==> config.mk <==
export PLATFORM = sky130hd
export DESIGN_NAME = spi_rxblock
export DESIGN_NICKNAME = d
export VERILOG_FILES = /design/src/rtl/spi_rxblock_pkg.sv /design/src/rtl/spi_crc16.sv /design/src/rtl/spi_rxblock.sv
export SDC_FILE = /design/constraint.sdc
export NUM_CORES = 1
export LEC_CHECK = 0
export BUFFER_PORTS_ARGS = -buffer_cell sky130_fd_sc_hd__buf_2
export CAP_MARGIN = 25
export CORE_UTILIZATION = 60
export CTS_BUF_LIST = sky130_fd_sc_hd__clkbuf_4 sky130_fd_sc_hd__clkbuf_8 sky130_fd_sc_hd__clkbuf_16
export DETAILED_ROUTE_END_ITERATION = 8
export HOLD_SLACK_MARGIN = 0.03
export MAX_ROUTING_LAYER = met4
export PLACE_DENSITY = 0.83
export SYNTH_ARGS = -nofsm -noshare
export SYNTH_HDL_FRONTEND = slang
export SYNTH_HIERARCHICAL = 1
export SYNTH_SLANG_ARGS = --single-unit
==> constraint.sdc <==
create_clock -name i_clk -period 6.5 [get_ports i_clk]
set_clock_uncertainty 0.1 [all_clocks]
set_input_delay 0.975 -clock i_clk [delete_from_list [all_inputs] [get_ports i_clk]]
set_output_delay 0.975 -clock i_clk [all_outputs]
set_load 0.01 [all_outputs]
==> src/rtl/spi_rxblock_pkg.sv <==
// Shared constants and state encoding for the SPI block-read engine.
package spi_rxblock_pkg;

  localparam logic [15:0] CrcPoly    = 16'h1021;
  localparam logic [7:0]  StartToken = 8'hFE;
  localparam logic [7:0]  IdleByte   = 8'hFF;
  localparam logic [7:0]  RspOk      = 8'h00;
  localparam logic [7:0]  RspCrcErr  = 8'h40;
  localparam logic [7:0]  RspTimeout = 8'h80;

  typedef enum logic [2:0] {
    StIdle,
    StToken,
    StData,
    StCrcHi,
    StCrcLo,
    StDone
  } rx_state_e;

endpackage

==> src/rtl/spi_crc16.sv <==
// Byte-wide CRC16-CCITT update, MSB first; purely combinational.
module spi_crc16
  import spi_rxblock_pkg::*;
(
  input  logic [15:0] i_crc,
  input  logic [7:0]  i_byte,
  output logic [15:0] o_crc
);

  logic [15:0] c;

  always_comb begin
    c = i_crc;
    for (int i = 7; i >= 0; i--) begin
      if (c[15] ^ i_byte[i]) c = {c[14:0], 1'b0} ^ CrcPoly;
      else                   c = {c[14:0], 1'b0};
    end
    o_crc = c;
  end

endmodule

==> src/rtl/spi_rxblock.sv <==
// Reads one data block from an SD card over a byte-level SPI link: waits for the start
// token, writes the payload into one half of a word memory and checks the trailing CRC.
module spi_rxblock
  import spi_rxblock_pkg::*;
#(
  parameter int unsigned DW        = 32,
  parameter int unsigned AW        = 8,
  parameter int unsigned LGTIMEOUT = 16
) (
  input  logic          i_clk,
  input  logic          i_reset,
  input  logic          i_start,
  input  logic [3:0]    i_lgblksz,
  input  logic          i_fifo,
  output logic          o_busy,
  input  logic          i_ll_busy,
  output logic          o_ll_stb,
  output logic [7:0]    o_ll_byte,
  input  logic          i_ll_stb,
  input  logic [7:0]    i_ll_byte,
  output logic          o_write,
  output logic [AW-1:0] o_addr,
  output logic [DW-1:0] o_data,
  output logic          o_rxvalid,
  output logic [7:0]    o_response
);

  localparam int unsigned BytesPerWord = DW / 8;

  rx_state_e          state_q, state_d;
  logic               pend_q, pend_d;
  logic [3:0]         lg_q, lg_d;
  logic [9:0]         bcnt_q, bcnt_d;
  logic [7:0]         wcnt_q, wcnt_d;
  logic [LGTIMEOUT:0] tcnt_q, tcnt_d;
  logic [15:0]        crc_q, crc_d, crc_next;
  logic [7:0]         crc_hi_q, crc_hi_d;
  logic [DW-1:0]      data_q, data_d;
  logic [AW-1:0]      addr_q, addr_d;
  logic               write_q, write_d;
  logic               rxvalid_q, rxvalid_d;
  logic [7:0]         resp_q, resp_d;
  logic               active, rx_byte;
  logic [9:0]         last_byte;

  spi_crc16 u_crc (
    .i_crc  (crc_q),
    .i_byte (i_ll_byte),
    .o_crc  (crc_next)
  );

  assign active     = (state_q == StToken) || (state_q == StData) ||
                      (state_q == StCrcHi) || (state_q == StCrcLo);
  assign o_ll_stb   = active && !pend_q;
  assign o_ll_byte  = IdleByte;
  assign rx_byte    = pend_q && i_ll_stb;
  assign last_byte  = (10'd1 << lg_q) - 10'd1;
  assign o_busy     = (state_q != StIdle);
  assign o_write    = write_q;
  assign o_addr     = addr_q;
  assign o_data     = data_q;
  assign o_rxvalid  = rxvalid_q;
  assign o_response = resp_q;

  always_comb begin
    state_d   = state_q;
    pend_d    = pend_q;
    lg_d      = lg_q;
    bcnt_d    = bcnt_q;
    wcnt_d    = wcnt_q;
    tcnt_d    = tcnt_q;
    crc_d     = crc_q;
    crc_hi_d  = crc_hi_q;
    data_d    = data_q;
    addr_d    = addr_q;
    write_d   = 1'b0;
    rxvalid_d = 1'b0;
    resp_d    = resp_q;

    // Exactly one byte in flight: request, then wait for its reply.
    if (o_ll_stb && !i_ll_busy) pend_d = 1'b1;
    if (rx_byte)                pend_d = 1'b0;
    // The FIFO-half select bit is never carried into.
    if (write_q) addr_d = {addr_q[AW-1], addr_q[AW-2:0] + 1'b1};

    case (state_q)
      StIdle: begin
        if (i_start) begin
          state_d = StToken;
          if (i_lgblksz < 4'd4)      lg_d = 4'd4;
          else if (i_lgblksz > 4'd9) lg_d = 4'd9;
          else                       lg_d = i_lgblksz;
          addr_d = {i_fifo, {(AW-1){1'b0}}};
          tcnt_d = '0;
          bcnt_d = '0;
          wcnt_d = '0;
          crc_d  = '0;
        end
      end
      StToken: begin
        if (rx_byte) begin
          if (i_ll_byte == StartToken) begin
            state_d = StData;
          end else if (i_ll_byte[7:4] == 4'h0) begin
            state_d   = StDone;
            rxvalid_d = 1'b1;
            resp_d    = {4'h0, i_ll_byte[3:0]};
          end else begin
            tcnt_d = tcnt_q + 1'b1;
            if (tcnt_d[LGTIMEOUT]) begin
              state_d   = StDone;
              rxvalid_d = 1'b1;
              resp_d    = RspTimeout;
            end
          end
        end
      end
      StData: begin
        if (rx_byte) begin
          data_d = DW'({data_q, i_ll_byte});
          crc_d  = crc_next;
          bcnt_d = bcnt_q + 10'd1;
          if (wcnt_q == 8'(BytesPerWord - 1)) begin
            write_d = 1'b1;
            wcnt_d  = '0;
          end else begin
            wcnt_d = wcnt_q + 8'd1;
          end
          if (bcnt_q == last_byte) state_d = StCrcHi;
        end
      end
      StCrcHi: begin
        if (rx_byte) begin
          crc_hi_d = i_ll_byte;
          state_d  = StCrcLo;
        end
      end
      StCrcLo: begin
        if (rx_byte) begin
          state_d   = StDone;
          rxvalid_d = 1'b1;
          resp_d    = ({crc_hi_q, i_ll_byte} == crc_q) ? RspOk : RspCrcErr;
        end
      end
      StDone:  state_d = StIdle;
      default: state_d = StIdle;
    endcase
  end

  always_ff @(posedge i_clk) begin
    if (i_reset) begin
      state_q   <= StIdle;
      pend_q    <= 1'b0;
      lg_q      <= 4'd4;
      bcnt_q    <= '0;
      wcnt_q    <= '0;
      tcnt_q    <= '0;
      crc_q     <= '0;
      crc_hi_q  <= '0;
      data_q    <= '0;
      addr_q    <= '0;
      write_q   <= 1'b0;
      rxvalid_q <= 1'b0;
      resp_q    <= '0;
    end else begin
      state_q   <= state_d;
      pend_q    <= pend_d;
      lg_q      <= lg_d;
      bcnt_q    <= bcnt_d;
      wcnt_q    <= wcnt_d;
      tcnt_q    <= tcnt_d;
      crc_q     <= crc_d;
      crc_hi_q  <= crc_hi_d;
      data_q    <= data_d;
      addr_q    <= addr_d;
      write_q   <= write_d;
      rxvalid_q <= rxvalid_d;
      resp_q    <= resp_d;
    end
  end

endmodule
==> impl_results.md <==
- Status: finished with violations
- Failing checks: DRC
- Tot GR Track Use: 0.291
- Buf/Inv on CP: 1
- Switching Share: 0.259
- Critical path launch point: state_q[2]
- Syn Std Cell Area: 5560 sq um
- Fin Setup TNS: 0 ns
- Clock power frac: 0.518
- Primary FF master, synth: dfxtp_1
- Worst Path Required: about 5.4 ns
- P_leak: 0.00258 uW
- Clk_lat worst skew: 0.52 ns
- Drt pass-1 iters: 8
- ANT cells: 0
- Synth async-reset ratio: 0
- Reg-to-reg slack, setup: 3.82 ns
- Crit path to: o_ll_stb
- Fraction of layout cells with a size suffix above 1: 0.164
- Syn Inst Count: roughly 650
- Routed WL per cell: 15.5 microns
- Initial antenna violation count: 0
- CP max FO: 17
- Post-CTS resize count: 0
- IO Port Bufs: 67
- Gp weighted congestion: 0.853
- HP Class: flop to flop
- Drt via density: 5.78
- Worst-Margin Slew: approximately 1 ns
- Fmax: 314 MHz
- Sw Pwr: 494 uW
- Vias in the first global route: 4569
- Die height: just under 100 microns
- Post-route setup slack: 3.32 ns
- Crit. End Element: primary output
- Nets: 734
- Clock tree buffer depth: 2
- Reg2Reg Depth: 8
- Dpl hpwl: 8540 microns
- DRT iter0 DRCs: 339
- Via Count: just under 5000
- RSZ-0062 raised after global routing: false
- CTS Buf Count: 17
- Critical path launch point type: flop
- YS warnings: 6
- Worst Path Arrival: 2.11 ns
- Postcts setup bufs: 0
- Synth top area share: 0.414
- Delay-heaviest family, CP: flip-flops
- Cell variety after synth: 65
- # DRC: 5
- Row count: 34
- Pin count of the biggest net entering global routing: 76
- H-tree Lvls: 4
- Max Cap Viol: 0
- Core footprint: 8850 sq um
- Critical path's largest stage delay: 0.77 ns
- Post-synth top area cell: dfxtp_1
- Pre-CTS setup slack: 3.35 ns
- Max VDD drop: 0.203 mV
- Critical-path cell list: nand2_1 > a21oi_1 > buf_2
- Relative slew slack: 0.329
- Pwr Density: slightly below 300 nW/um^2
- Synth Area per Inst: 8.50 sq um
- Internal power: 1410 uW
- Die ar.: 9660 sq um
- Tcrit/Tclk final: 0.490
- Routed Wire Length: 12900 microns
- Area grow syn2layout: 17.7%
- Ports: 78
- Reg-to-Reg Start: lg_q[0]
- Count of pins over their slew limit: 0
- Final hold vios: 0
- Most numerous cell in the Yosys netlist: nand2_1
- Crit Path Class: flop to primary output
- Synthesized flop and latch total: 115
- Synth top area cells: dfxtp_1 41%, nand2_1 8.1%, a21oi_1 6.3%
- Min Tclk post-route: 3.18 ns
- Antenna Nets Post-Route: 0
- Initial core utilization: 0.628
- Hold buffers post-CTS: 0
- CP Depth: 3
- CTS clock-pin slew for the worst setup and hold paths: 0.06 ns
- Final setup viols: 0
- TritonCTS clock tree: yes
- Post-synth EDFFs: 0
- CTS root buffer: clkbuf_8
- Die Wd: approximately 98 microns
- Min-delay src: o_response[7]
- First-pass GRT wire length: 21800 microns
- Crit-path slowest cell: dfxtp_1
- Total grt overflow: 0
- Sequential power share: 0.386
- CTS sink count: 115
- R2R Path End: state_q[0]
- WHS: 0.351 ns
- Post-synthesis sequential area ratio: 0.414
- Commonest cells in the synthesized netlist: 120 x nand2_1, 115 x dfxtp_1, 70 x a21oi_1, 70 x nor2_1, 34 x xnor2_1
- Comb pwr share: 0.096
==> sequential cells by signal (all words and copies together) (netlist names) <==
| signal | cells |
|---|---|
| wcnt_q | 8 |
| pend_q | 1 |
| crc_q | 16 |
| o_data | 32 |
| state_q | 3 |
| crc_hi_q | 8 |
| o_rxvalid | 1 |
| bcnt_q | 10 |
| o_write | 1 |
| o_addr | 8 |
| lg_q | 4 |
| o_response | 6 |
| tcnt_q | 17 |
==> per-stage QoR <==
step,std cells,total power [uW],instance area (sq um),utilization
after floorplan,662,892,5590,-
after global placement,799,924,5880,0.665
after detailed placement,800,931,5910,0.668
after CTS,832,1920,6540,0.740
after global routing,832,1970,6540,0.740
final,832,1910,6540,0.740
==> power by group through the flow <==
stage,registers (uW),logic [uW],clock network (uW)
floorplan,736,156,0
global placement,750,174,0
detailed placement,752,179,0
CTS,736,181,998
global route,740,202,1030
finish,737,182,989
==> tightest hold or removal path, cell delays in order, from the launching register on <==
cell,delay (ns)
dfxtp_1,0.30
nand2_1,0.05
a21oi_1,0.05
==> cell usage in the layout, fill, tap and decap left out, types with 11 or more instances in the layout <==
cell	Yosys	final
dfxtp_1	115	115
clkbuf_16	0	16
a21oi_1	70	70
xnor2_1	34	34
xor2_1	30	30
o21ai_0	11	11
nor2_1	70	69
nand3_1	26	26
nand2_1	120	120
buf_2	5	67
nand4_1	19	19
==> kinds of logic after synthesis <==
group | after synthesis | synth area share
and+or+nand+nor | 286 | 0.240
DFF | 115 | 0.414
AOI/OAI and AO/OA | 111 | 0.120
xor gates and xnor gates | 77 | 0.153
buffers and inverters | 46 | 0.0389
muxes | 11 | 0.0200
adders and majority gates | 6 | 0.0131
other | 2 | 0.00135
==> worst min path at each step <==
stage,depth (start not counted),to,slack [ns]
6_report,2,o_response[7],0.35
5_1_grt,2,o_response[7],0.38
4_1_cts,2,o_response[7],0.35
3_5_place_dp,2,o_response[7],0.34
3_3_place_gp,2,o_data[25],0.34
2_1_floorplan,2,tcnt_q[16],0.35
==> cell type report <==
class / count / area, sq um
Timing Repair Buffer: 70 / 378
Sequential cell: 115 / 2300
Multi-Input combinational cell: 501 / 3070
Fill cell: 643 / 2300
Tap cell: 108 / 135
Inverter: 6 / 22.5
Clock buffer: 17 / 414
Clock inverter: 15 / 218
==> metal layers <==
metal / vias up / global-route usage / share of wire
met5: - / - / 0
li1: 2333 / - / -
met3: 24 / 0.0601 / 0.051
met1: 2300 / 0.339 / 0.42
met2: 154 / 0.491 / 0.51
met4: 0 / 0.116 / 0.021
No activity file was read; power rests on OpenSTA's default activity.
